`config.mk`:
```
export PLATFORM = sky130hd
export DESIGN_NAME = hazard_ctrl
export DESIGN_NICKNAME = d
export VERILOG_FILES = /design/src/rtl/hazard_ctrl.sv
export SDC_FILE = /design/constraint.sdc
export NUM_CORES = 1
export LEC_CHECK = 0
export ABC_AREA = 1
export CORE_ASPECT_RATIO = 1.2
export CORE_MARGIN = 3
export CORE_UTILIZATION = 54
export CTS_BUF_LIST = sky130_fd_sc_hd__clkbuf_2 sky130_fd_sc_hd__clkbuf_4 sky130_fd_sc_hd__clkbuf_8
export DETAILED_ROUTE_END_ITERATION = 8
export PLACE_DENSITY = 0.85
export SYNTH_ARGS = -nofsm -noshare
export SYNTH_HDL_FRONTEND = slang
export SYNTH_SLANG_ARGS = --single-unit
```
`constraint.sdc`:
```
create_clock -name clk -period 3.6 [get_ports clk]
set_input_delay 0.72 -clock clk [delete_from_list [all_inputs] [get_ports clk]]
set_output_delay 0.72 -clock clk [all_outputs]
set_load 0.01 [all_outputs]
```
`src/rtl/hazard_ctrl.sv`:
```
// Pipeline interlock controller: load-use and HI/LO-busy stalls, branch flushes,
// MDU busy tracking and a saturating stall-cycle counter.
module hazard_ctrl #(
    parameter int unsigned MDU_LATENCY = 32
) (
    input  logic        clk,
    input  logic        rst_n,
    input  logic [4:0]  rsID,
    input  logic [4:0]  rtID,
    input  logic        useRs,
    input  logic        useRt,
    input  logic [4:0]  rdEX,
    input  logic        lwEX,
    input  logic        GPRWrEX,
    input  logic        branchEX,
    input  logic        mdStartEX,
    input  logic        mdUseID,
    output logic        PCWr,
    output logic        IFIDWr,
    output logic        IFIDFlush,
    output logic        IDEXFlush,
    output logic        mdBusy,
    output logic [15:0] stallCnt
);

    localparam logic [5:0] MdLat = 6'(MDU_LATENCY);

    typedef enum logic {
        StRun,
        StMdWait
    } md_state_e;

    md_state_e   md_state_q, md_state_d;
    logic [5:0]  md_cnt_q, md_cnt_d;
    logic [15:0] stall_cnt_q, stall_cnt_d;

    logic ld_haz;
    logic md_haz;
    logic stall;

    assign mdBusy   = (md_state_q == StMdWait);
    assign stallCnt = stall_cnt_q;

    // Hazard detection and pipeline control with branch > stall > normal priority.
    always_comb begin
        ld_haz    = lwEX && GPRWrEX && (rdEX != 5'd0) &&
                    ((useRs && (rsID == rdEX)) || (useRt && (rtID == rdEX)));
        md_haz    = mdUseID && mdBusy;
        stall     = (ld_haz || md_haz) && !branchEX;
        PCWr      = 1'b1;
        IFIDWr    = 1'b1;
        IFIDFlush = 1'b0;
        IDEXFlush = 1'b0;
        if (branchEX) begin
            IFIDFlush = 1'b1;
            IDEXFlush = 1'b1;
        end else if (stall) begin
            PCWr      = 1'b0;
            IFIDWr    = 1'b0;
            IDEXFlush = 1'b1;
        end
    end

    // MDU busy FSM; a start while waiting reloads the latency counter.
    always_comb begin
        md_state_d = md_state_q;
        md_cnt_d   = md_cnt_q;
        unique case (md_state_q)
            StRun: begin
                if (mdStartEX) begin
                    md_state_d = StMdWait;
                    md_cnt_d   = MdLat;
                end
            end
            StMdWait: begin
                if (mdStartEX) begin
                    md_cnt_d = MdLat;
                end else if (md_cnt_q == 6'd1) begin
                    md_state_d = StRun;
                    md_cnt_d   = 6'd0;
                end else begin
                    md_cnt_d = md_cnt_q - 6'd1;
                end
            end
            default: begin
                md_state_d = StRun;
                md_cnt_d   = 6'd0;
            end
        endcase
    end

    // Stall counter holds at all-ones instead of wrapping.
    always_comb begin
        stall_cnt_d = stall_cnt_q;
        if (stall && (stall_cnt_q != 16'hFFFF)) begin
            stall_cnt_d = stall_cnt_q + 16'd1;
        end
    end

    // State registers.
    always_ff @(posedge clk or negedge rst_n) begin
        if (!rst_n) begin
            md_state_q  <= StRun;
            md_cnt_q    <= 6'd0;
            stall_cnt_q <= 16'd0;
        end else begin
            md_state_q  <= md_state_d;
            md_cnt_q    <= md_cnt_d;
            stall_cnt_q <= stall_cnt_d;
        end
    end

endmodule

```
==> results of run 1 <==
-- cells by family after synthesis --
group                      Yosys count
adders and majority gates            3
AOI/OAI and AO/OA                    6
and+or+nand+nor                    144
DFF                                 23
buffers and inverters               42
xor gates and xnor gates            15
-- layer usage --
metal  global-route usage  up-vias  part of all wire
met5                    0        -                 0
met4              0.07536        0             0.014
met3              0.02132        5             0.036
met2               0.3771       27              0.50
met1               0.2464      709              0.45
li1                     -      820                 -
-- synthesized netlist by cell type --
master / number / area (um2)
nand2_1: 74 / 277.8
inv_1: 31 / 116.4
dfrtp_1: 23 / 575.6
nand4_1: 19 / 118.9
nor2_1: 16 / 60.06
nand3_1: 14 / 70.07
nand2_2: 9 / 56.30
xor2_1: 8 / 70.07
xnor2_1: 7 / 61.31
buf_4: 4 / 30.03
nor2_2: 4 / 25.02
ha_1: 3 / 37.54
inv_2: 3 / 11.26
nor2_4: 3 / 33.78
o22ai_1: 3 / 18.77
buf_2: 2 / 10.01
o21ai_0: 2 / 10.01
buf_1: 1 / 3.750
buf_12: 1 / 20.02
nand2_4: 1 / 11.26
nand3_2: 1 / 10.01
nand3_4: 1 / 17.52
nand4_4: 1 / 21.27
nor3_1: 1 / 5.000
o221ai_1: 1 / 8.760
-- layout make-up --
type	instances	area, um2	area share
multi-input cells	168	913.4	0.4264
repair buffers	46	455.4	0.2126
inverters	34	127.6	0.05958
well taps	34	42.54	0.01986
flip-flops and latches	23	575.6	0.2687
clock inverters	1	5.005	0.002336
clock buffers	3	22.52	0.01051
-- power groups by stage --
stage	clock, uW	combinational [uW]	sequential [uW]
floorplan	0	176	365
global placement	0	288	362
detailed placement	0	298	361
CTS	127	298	357
global route	135	329	369
finish	122	294	358
-- metrics by stage --
stage | cell area [um2] | power (uW) | std cells | hold slack, ps
5_1_grt | 2142 | 833.6 | 309 | 582.4
3_3_place_gp | 2115 | 649.3 | 305 | 506.8
3_5_place_dp | 2115 | 658.9 | 305 | 512.2
6_report | 2142 | 773.9 | 309 | 537.1
4_1_cts | 2142 | 782.0 | 309 | 545.1
2_1_floorplan | 1680 | 540.3 | 233 | 424.4
-- placed cells by master, fill, tap and decap left out --
| cell | netlist | routed |
|---|---|---|
| buf_4 | 4 | 2 |
| clkbuf_4 | 0 | 3 |
| clkdlybuf4s50_1 | 0 | 44 |
| clkinv_2 | 0 | 1 |
| dfrtp_1 | 23 | 23 |
| ha_1 | 3 | 3 |
| inv_1 | 31 | 31 |
| inv_2 | 3 | 3 |
| nand2_1 | 74 | 74 |
| nand2_2 | 9 | 9 |
| nand2_4 | 1 | 1 |
| nand3_1 | 14 | 14 |
| nand3_2 | 1 | 1 |
| nand3_4 | 1 | 1 |
| nand4_1 | 19 | 19 |
| nand4_4 | 1 | 1 |
| nor2_1 | 16 | 16 |
| nor2_2 | 4 | 4 |
| nor2_4 | 3 | 3 |
| nor3_1 | 1 | 1 |
| o21ai_0 | 2 | 2 |
| o221ai_1 | 1 | 1 |
| o22ai_1 | 3 | 3 |
| xnor2_1 | 7 | 7 |
| xor2_1 | 8 | 8 |
-- flip-flops by register name, summed over array words and instances (netlist names) --
register	count
mdBusy	1
stallCnt	16
md_cnt_q	6
-- final timing paths --
| check | endpoint | slack, ps | cells past startpoint |
|---|---|---|---|
| setup / recovery | PCWr | 440 | 11 |
| setup reg to reg | stallCnt[2]$_DFFE_PN0P_ | 1880 | 7 |
| min in group asynchronous | stallCnt[8]$_DFFE_PN0P_ | 950 | 1 |
| hold / removal | stallCnt[15]$_DFFE_PN0P_ | 540 | 2 |
| max in group asynchronous | stallCnt[2]$_DFFE_PN0P_ | 2020 | 1 |
| hold reg to reg | stallCnt[15]$_DFFE_PN0P_ | 540 | 2 |
-- worst max-delay path, cell delays in order --
cell and delay [ps]:
clkdlybuf4s50_1 540, inv_1 60, nand2_1 50, nand2_1 50, nor2_1 120, nand3_1 90, nand2_1 80, nand2_2 80
nand2_4 60, nand2_1 90, clkdlybuf4s50_1 510
==> implementation parameters, run 1 <==
Parameter                              Value

Status
  Result of the run    finished clean

Critical path
  Setup CP Type    in2out
  Critical Path AT    about 2400 ps
  Crit Reg-Reg Startpoint    stallCnt[0]$_DFFE_PN0P_
  Crit. End Element    primary output
  Setup crit start kind    input pin
  First element of the critical path    rdEX[0]
  Req. time, crit path    approximately 2900 ps
  Critical Path Fanout Max    5

Timing
  Final setup skew    between 10 and 15 ps
  Slew of the pin with the lowest slew margin    roughly 1000 ps
  Slew Viols, Final    0
  Post-route minimum period    3161 ps
  Final critical-path share of the clock period    0.8782
  Total setup violations reported at the end of the flow    0
  Number of endpoints with negative hold slack in the final report    0
  Fin Setup TNS    0 ps
  Max transition margin    0.3052
  Worst setup margin    roughly 440 ps
  Top achievable clock speed    ~320 MHz
  Unrepaired setup endpoints after global routing    no

Floorplanning
  Die outline area    3820 um2
  Number of rows in the core area    21
  Area of the core    2890 um2
  Width of the die    about 57 um
  Die extent in y    67.11 um
  Io pins    between 40 and 50
  Starting Density    0.5814

Hold path
  Path category of the worst min-delay check    reg2reg
  Origin of the worst min-delay path    stallCnt[15]$_DFFE_PN0P_

Power and ir drop
  Share of total power consumed by net switching    0.3616
  Total power density per cell area    around 360 nW/um2
  Switching component of the power    ~280 uW
  Register share of total power    0.463
  Proportion of power drawn by the clock network    0.157
  Worst vdd rail ir drop    approximately 350 uV
  Combinational power share    0.380
  P_leak    about 0.0011 uW
  Internal power consumption    about 490 uW

Synth
  Post-synth design cell area    about 1700 um2
  Xor/xnor cell area share of the yosys netlist    0.07818
  Post-synthesis adder-cell area fraction    0.02234
  Yosys warns    0
  Simple logic cell fraction of the synthesized area    0.4207
  Number of storage elements in the synthesis netlist    23
  Synthesized-area fraction occupied by ao, oa, aoi and oai cells    0.02234
  Syn Inst Count    between 200 and 250
  Fraction of the yosys area taken by sequential cells    0.3425
  Per-instance average area after synthesis    slightly above 7 um2
  Multiplexer share of the synthesized area    0
  Count of distinct cell types in the synthesized netlist    25
  Net Count, Synth    260
  Main combinational cell family by area after synthesis    simple AND/OR/NAND/NOR gates

Route
  Total vias in the final route    between 1,500 and 2,000
  Final routed wirelength across all metal layers    3.566 mm
  DR WL/cell    roughly 12 um
  DRT iter0 DRCs    between 40 and 50
  Number of antenna-violating nets in the routed design    0
  DR vias/cell    5.052
  Count of unresolved DRC violations after routing    0
  Router iterations before antenna repair    4

Place
  Placer Congestion    between 0.7 and 0.8
  HPWL reported at the end of detailed placement    between 2 and 3 mm
  Port Buffer Count    44
  Post-Place Setup Slack    436.7 ps

Clocking
  Root buffer selected by CTS    clkbuf_4
  Maximum buffer depth of the clock tree    2
  Post-cts hold buffer count    0
  Cts repair resizes    0
  Clock Latency Late Sink    320 ps
  Number of sinks driven by the clock tree    23
  Clock tree from TritonCTS    yes
  H-Tree Level Count    1
  Reg clk slew, reported paths    around 130 ps
  Inserted Clock Buffers    3
  Post-CTS setup buffer count    0

Global routing
  Overall global routing resource usage    0.2055
  Total gr overflow    0
  Largest net degree at the start of global routing    24
  Antenna violations before repair    0
  Global-route wire length before repair    approximately 6.2 mm
  Via count of the first global-routing pass    around 1,500

Layout
  Diodes inserted    0
  Layout fillers    between 200 and 250
  Layout cell share with drive strength beyond 1    0.1055
  Net count of the finished layout    approximately 300
  Post-layout util    0.7411
  Area added between synthesis and finish    27.48%

Job
  Max-cap violations    0
No activity file was read; power rests on OpenSTA's default activity.
==> inputs of run 2 (changes only) <==
--- a/config.mk
+++ b/config.mk
@@ -6,6 +6,7 @@
 export NUM_CORES = 1
 export LEC_CHECK = 0
 export ABC_AREA = 1
+export CAP_MARGIN = 20
 export CORE_ASPECT_RATIO = 1.2
 export CORE_MARGIN = 3
 export CORE_UTILIZATION = 54
==> run 2 against run 1 <==
Count of clock-buffer cells in the layout is the same. Flip-flop and latch count is the same. Clock power is essentially flat. Die area is the same. Clock skew is essentially flat. Largest power group unchanged. Global-route usage is the same. Critical path depth is the same. Critical path type unchanged. First-iteration DRC count grew 21%. Hold slack gained 0.96 ps. Design area grew 1.2%. Register-to-register slack is essentially flat. Sequential power is essentially flat.
==> implementation parameters, run 2 (synthesis results as in run 1) <==
Parameter                              Value

Floorplanning
  Io pins    45
  Width of the die    56.92 um
  Die outline area    between 3000 and 4000 um2
  Starting Density    0.5814
  Die extent in y    between 60 and 70 um
  Number of rows in the core area    21
  Area of the core    roughly 2900 um2

Power and ir drop
  P_leak    approximately 0.0011 uW
  Combinational power share    0.383
  Share of total power consumed by net switching    0.3603
  Total power density per cell area    358.2 nW/um2
  Proportion of power drawn by the clock network    0.156
  Register share of total power    0.461
  Internal power consumption    approximately 500 uW
  Worst vdd rail ir drop    around 350 uV
  Total power of the final layout    776.3 uW
  Switching component of the power    279.7 uW

Clocking
  Clock tree from TritonCTS    yes
  Root buffer selected by CTS    clkbuf_4
  Inserted Clock Buffers    3
  Post-cts hold buffer count    0
  Post-CTS setup buffer count    0
  Number of sinks driven by the clock tree    23
  Maximum buffer depth of the clock tree    2
  Reg clk slew, reported paths    roughly 130 ps
  Cts repair resizes    0
  Clock Latency Late Sink    320 ps
  H-Tree Level Count    1

Layout
  Diodes inserted    0
  Total area of multi-input combinational cells    just over 900 um2
  Area added between synthesis and finish    28.97%
  Layout cell share with drive strength beyond 1    0.1087
  Sequential Area    575.6 um2
  Commonest cells after routing, fill and taps aside    74 x nand2_1, 44 x clkdlybuf4s50_1, 31 x inv_1
  Number of flip-flops under the largest register name    16
  Layout fillers    between 200 and 250
  Net count of the finished layout    just over 300
  Leading cell type in the layout, fill and taps excluded    nand2_1

Route
  DR vias/cell    5.048
  Router iterations before antenna repair    5
  Total vias in the final route    about 1,600
  Final routed wirelength across all metal layers    approximately 3.6 mm
  DR WL/cell    between 10 and 15 um
  Number of antenna-violating nets in the routed design    0
  DRT iter0 DRCs    57
  Count of unresolved DRC violations after routing    0

Global routing
  Via count of the first global-routing pass    1,483
  Total gr overflow    0
  Overall global routing resource usage    0.2055
  Antenna violations before repair    0
  Global-route wire length before repair    6.189 mm
  Met1 Resource Use GR    0.2464
  Met2 track utilization from global routing    0.3771
  Largest net degree at the start of global routing    24
  Most congested layer reported by global routing    met2
  Met3 track demand over resource    0.02132

Hold path
  Path category of the worst min-delay check    reg2reg
  Sink of the worst hold path    stallCnt[15]$_DFFE_PN0P_
  Worst hold path cell count    2
  Origin of the worst min-delay path    stallCnt[15]$_DFFE_PN0P_

Critical path
  Crit Reg-Reg Startpoint    stallCnt[0]$_DFFE_PN0P_
  Logic depth of the worst register-to-register path    7
  Setup crit start kind    input pin
  Setup CP Type    in2out
  Setup slack of the worst register-to-register path    1870 ps
  First element of the critical path    rdEX[0]
  Crit. End Element    primary output
  Critical Path AT    approximately 2400 ps
  Critical Path Fanout Max    5
  Req. time, crit path    2880 ps
  R2R Path End    stallCnt[2]$_DFFE_PN0P_

Timing
  Final setup skew    9.958 ps
  Top achievable clock speed    about 320 MHz
  Final critical-path share of the clock period    0.8769
  Max transition margin    0.7100
  Post-route minimum period    between 3000 and 4000 ps
  Slew of the pin with the lowest slew margin    about 430 ps
  Unrepaired setup endpoints after global routing    no
  Number of endpoints with negative hold slack in the final report    0
  Fin Setup TNS    0 ps
  Total setup violations reported at the end of the flow    0
  Slew Viols, Final    0

Place
  Placer Congestion    around 0.80
  Port Buffer Count    44
  HPWL reported at the end of detailed placement    2.866 mm

Status
  Result of the run    finished clean

Job
  Max-cap violations    0
[run 2: changes by cell type in the layout (fill, tap and decap cells not counted), sizes merged]
cell and delta:
clkbuf +1
[run 2: power by group through the flow]
stage | registers, uW | logic [uW] | clock network [uW]
after global routing | 369 | 332 | 135
after detailed placement | 361 | 298 | 0
after global placement | 362 | 288 | 0
final | 358 | 297 | 121
after CTS | 357 | 298 | 127
after floorplan | 365 | 176 | 0
[run 2: area by class of cell]
class,instances,share of cell area
clock buffer,3,0.01039
clock inverter,1,0.002309
inverter,34,0.05889
multi-input combinational,168,0.4215
sequential,23,0.2656
tap,34,0.01963
timing repair buffer,47,0.2217
[run 2: worst max-delay path, cell delays in order]
cell and delay (ps):
clkdlybuf4s50_1 540, inv_1 50, nand2_1 50, nand2_1 50, nor2_1 120, nand3_1 90
nand2_1 80, nand2_2 70, nand2_4 60, nand2_1 90, clkdlybuf4s50_1 510
[run 2: how the worst max path moves through the flow]
stage               cells past startpoint  endpoint
floorplan                              11      PCWr
global placement                       11      PCWr
detailed placement                     11      PCWr
CTS                                    11      PCWr
global route                           11      PCWr
finish                                 11      PCWr
[run 2: metrics by stage]
| stage | instance area [um2] | hold slack [ps] | setup slack [ps] | instances | utilization |
|---|---|---|---|---|---|
| after floorplan | 1680 | 424.4 | 1260 | 233 | - |
| after global placement | 2115 | 506.8 | 447.3 | 305 | 0.7316 |
| after detailed placement | 2115 | 512.2 | 436.7 | 305 | 0.7316 |
| after CTS | 2142 | 545.1 | 434.1 | 309 | 0.7411 |
| after global routing | 2167 | 576.6 | 304.4 | 310 | 0.7498 |
| final | 2167 | 538.0 | 443.2 | 310 | 0.7498 |
[run 2: per-layer routing]
metal,vias up,routed length [um],share of wire
met4,0,51,0.014
met3,5,158,0.044
met5,-,0,0
li1,822,-,-
met1,705,1565,0.44
met2,33,1813,0.51
==> inputs of run 3 (changes only) <==
--- a/config.mk
+++ b/config.mk
@@ -11,6 +11,7 @@
 export CORE_MARGIN = 3
 export CORE_UTILIZATION = 54
 export CTS_BUF_LIST = sky130_fd_sc_hd__clkbuf_2 sky130_fd_sc_hd__clkbuf_4 sky130_fd_sc_hd__clkbuf_8
+export CTS_CLUSTER_DIAMETER = 150
 export DETAILED_ROUTE_END_ITERATION = 8
 export PLACE_DENSITY = 0.85
 export SYNTH_ARGS = -nofsm -noshare
==> results of run 3 <==
No change in the layout: final DEF, timing and power equal those of run 2.
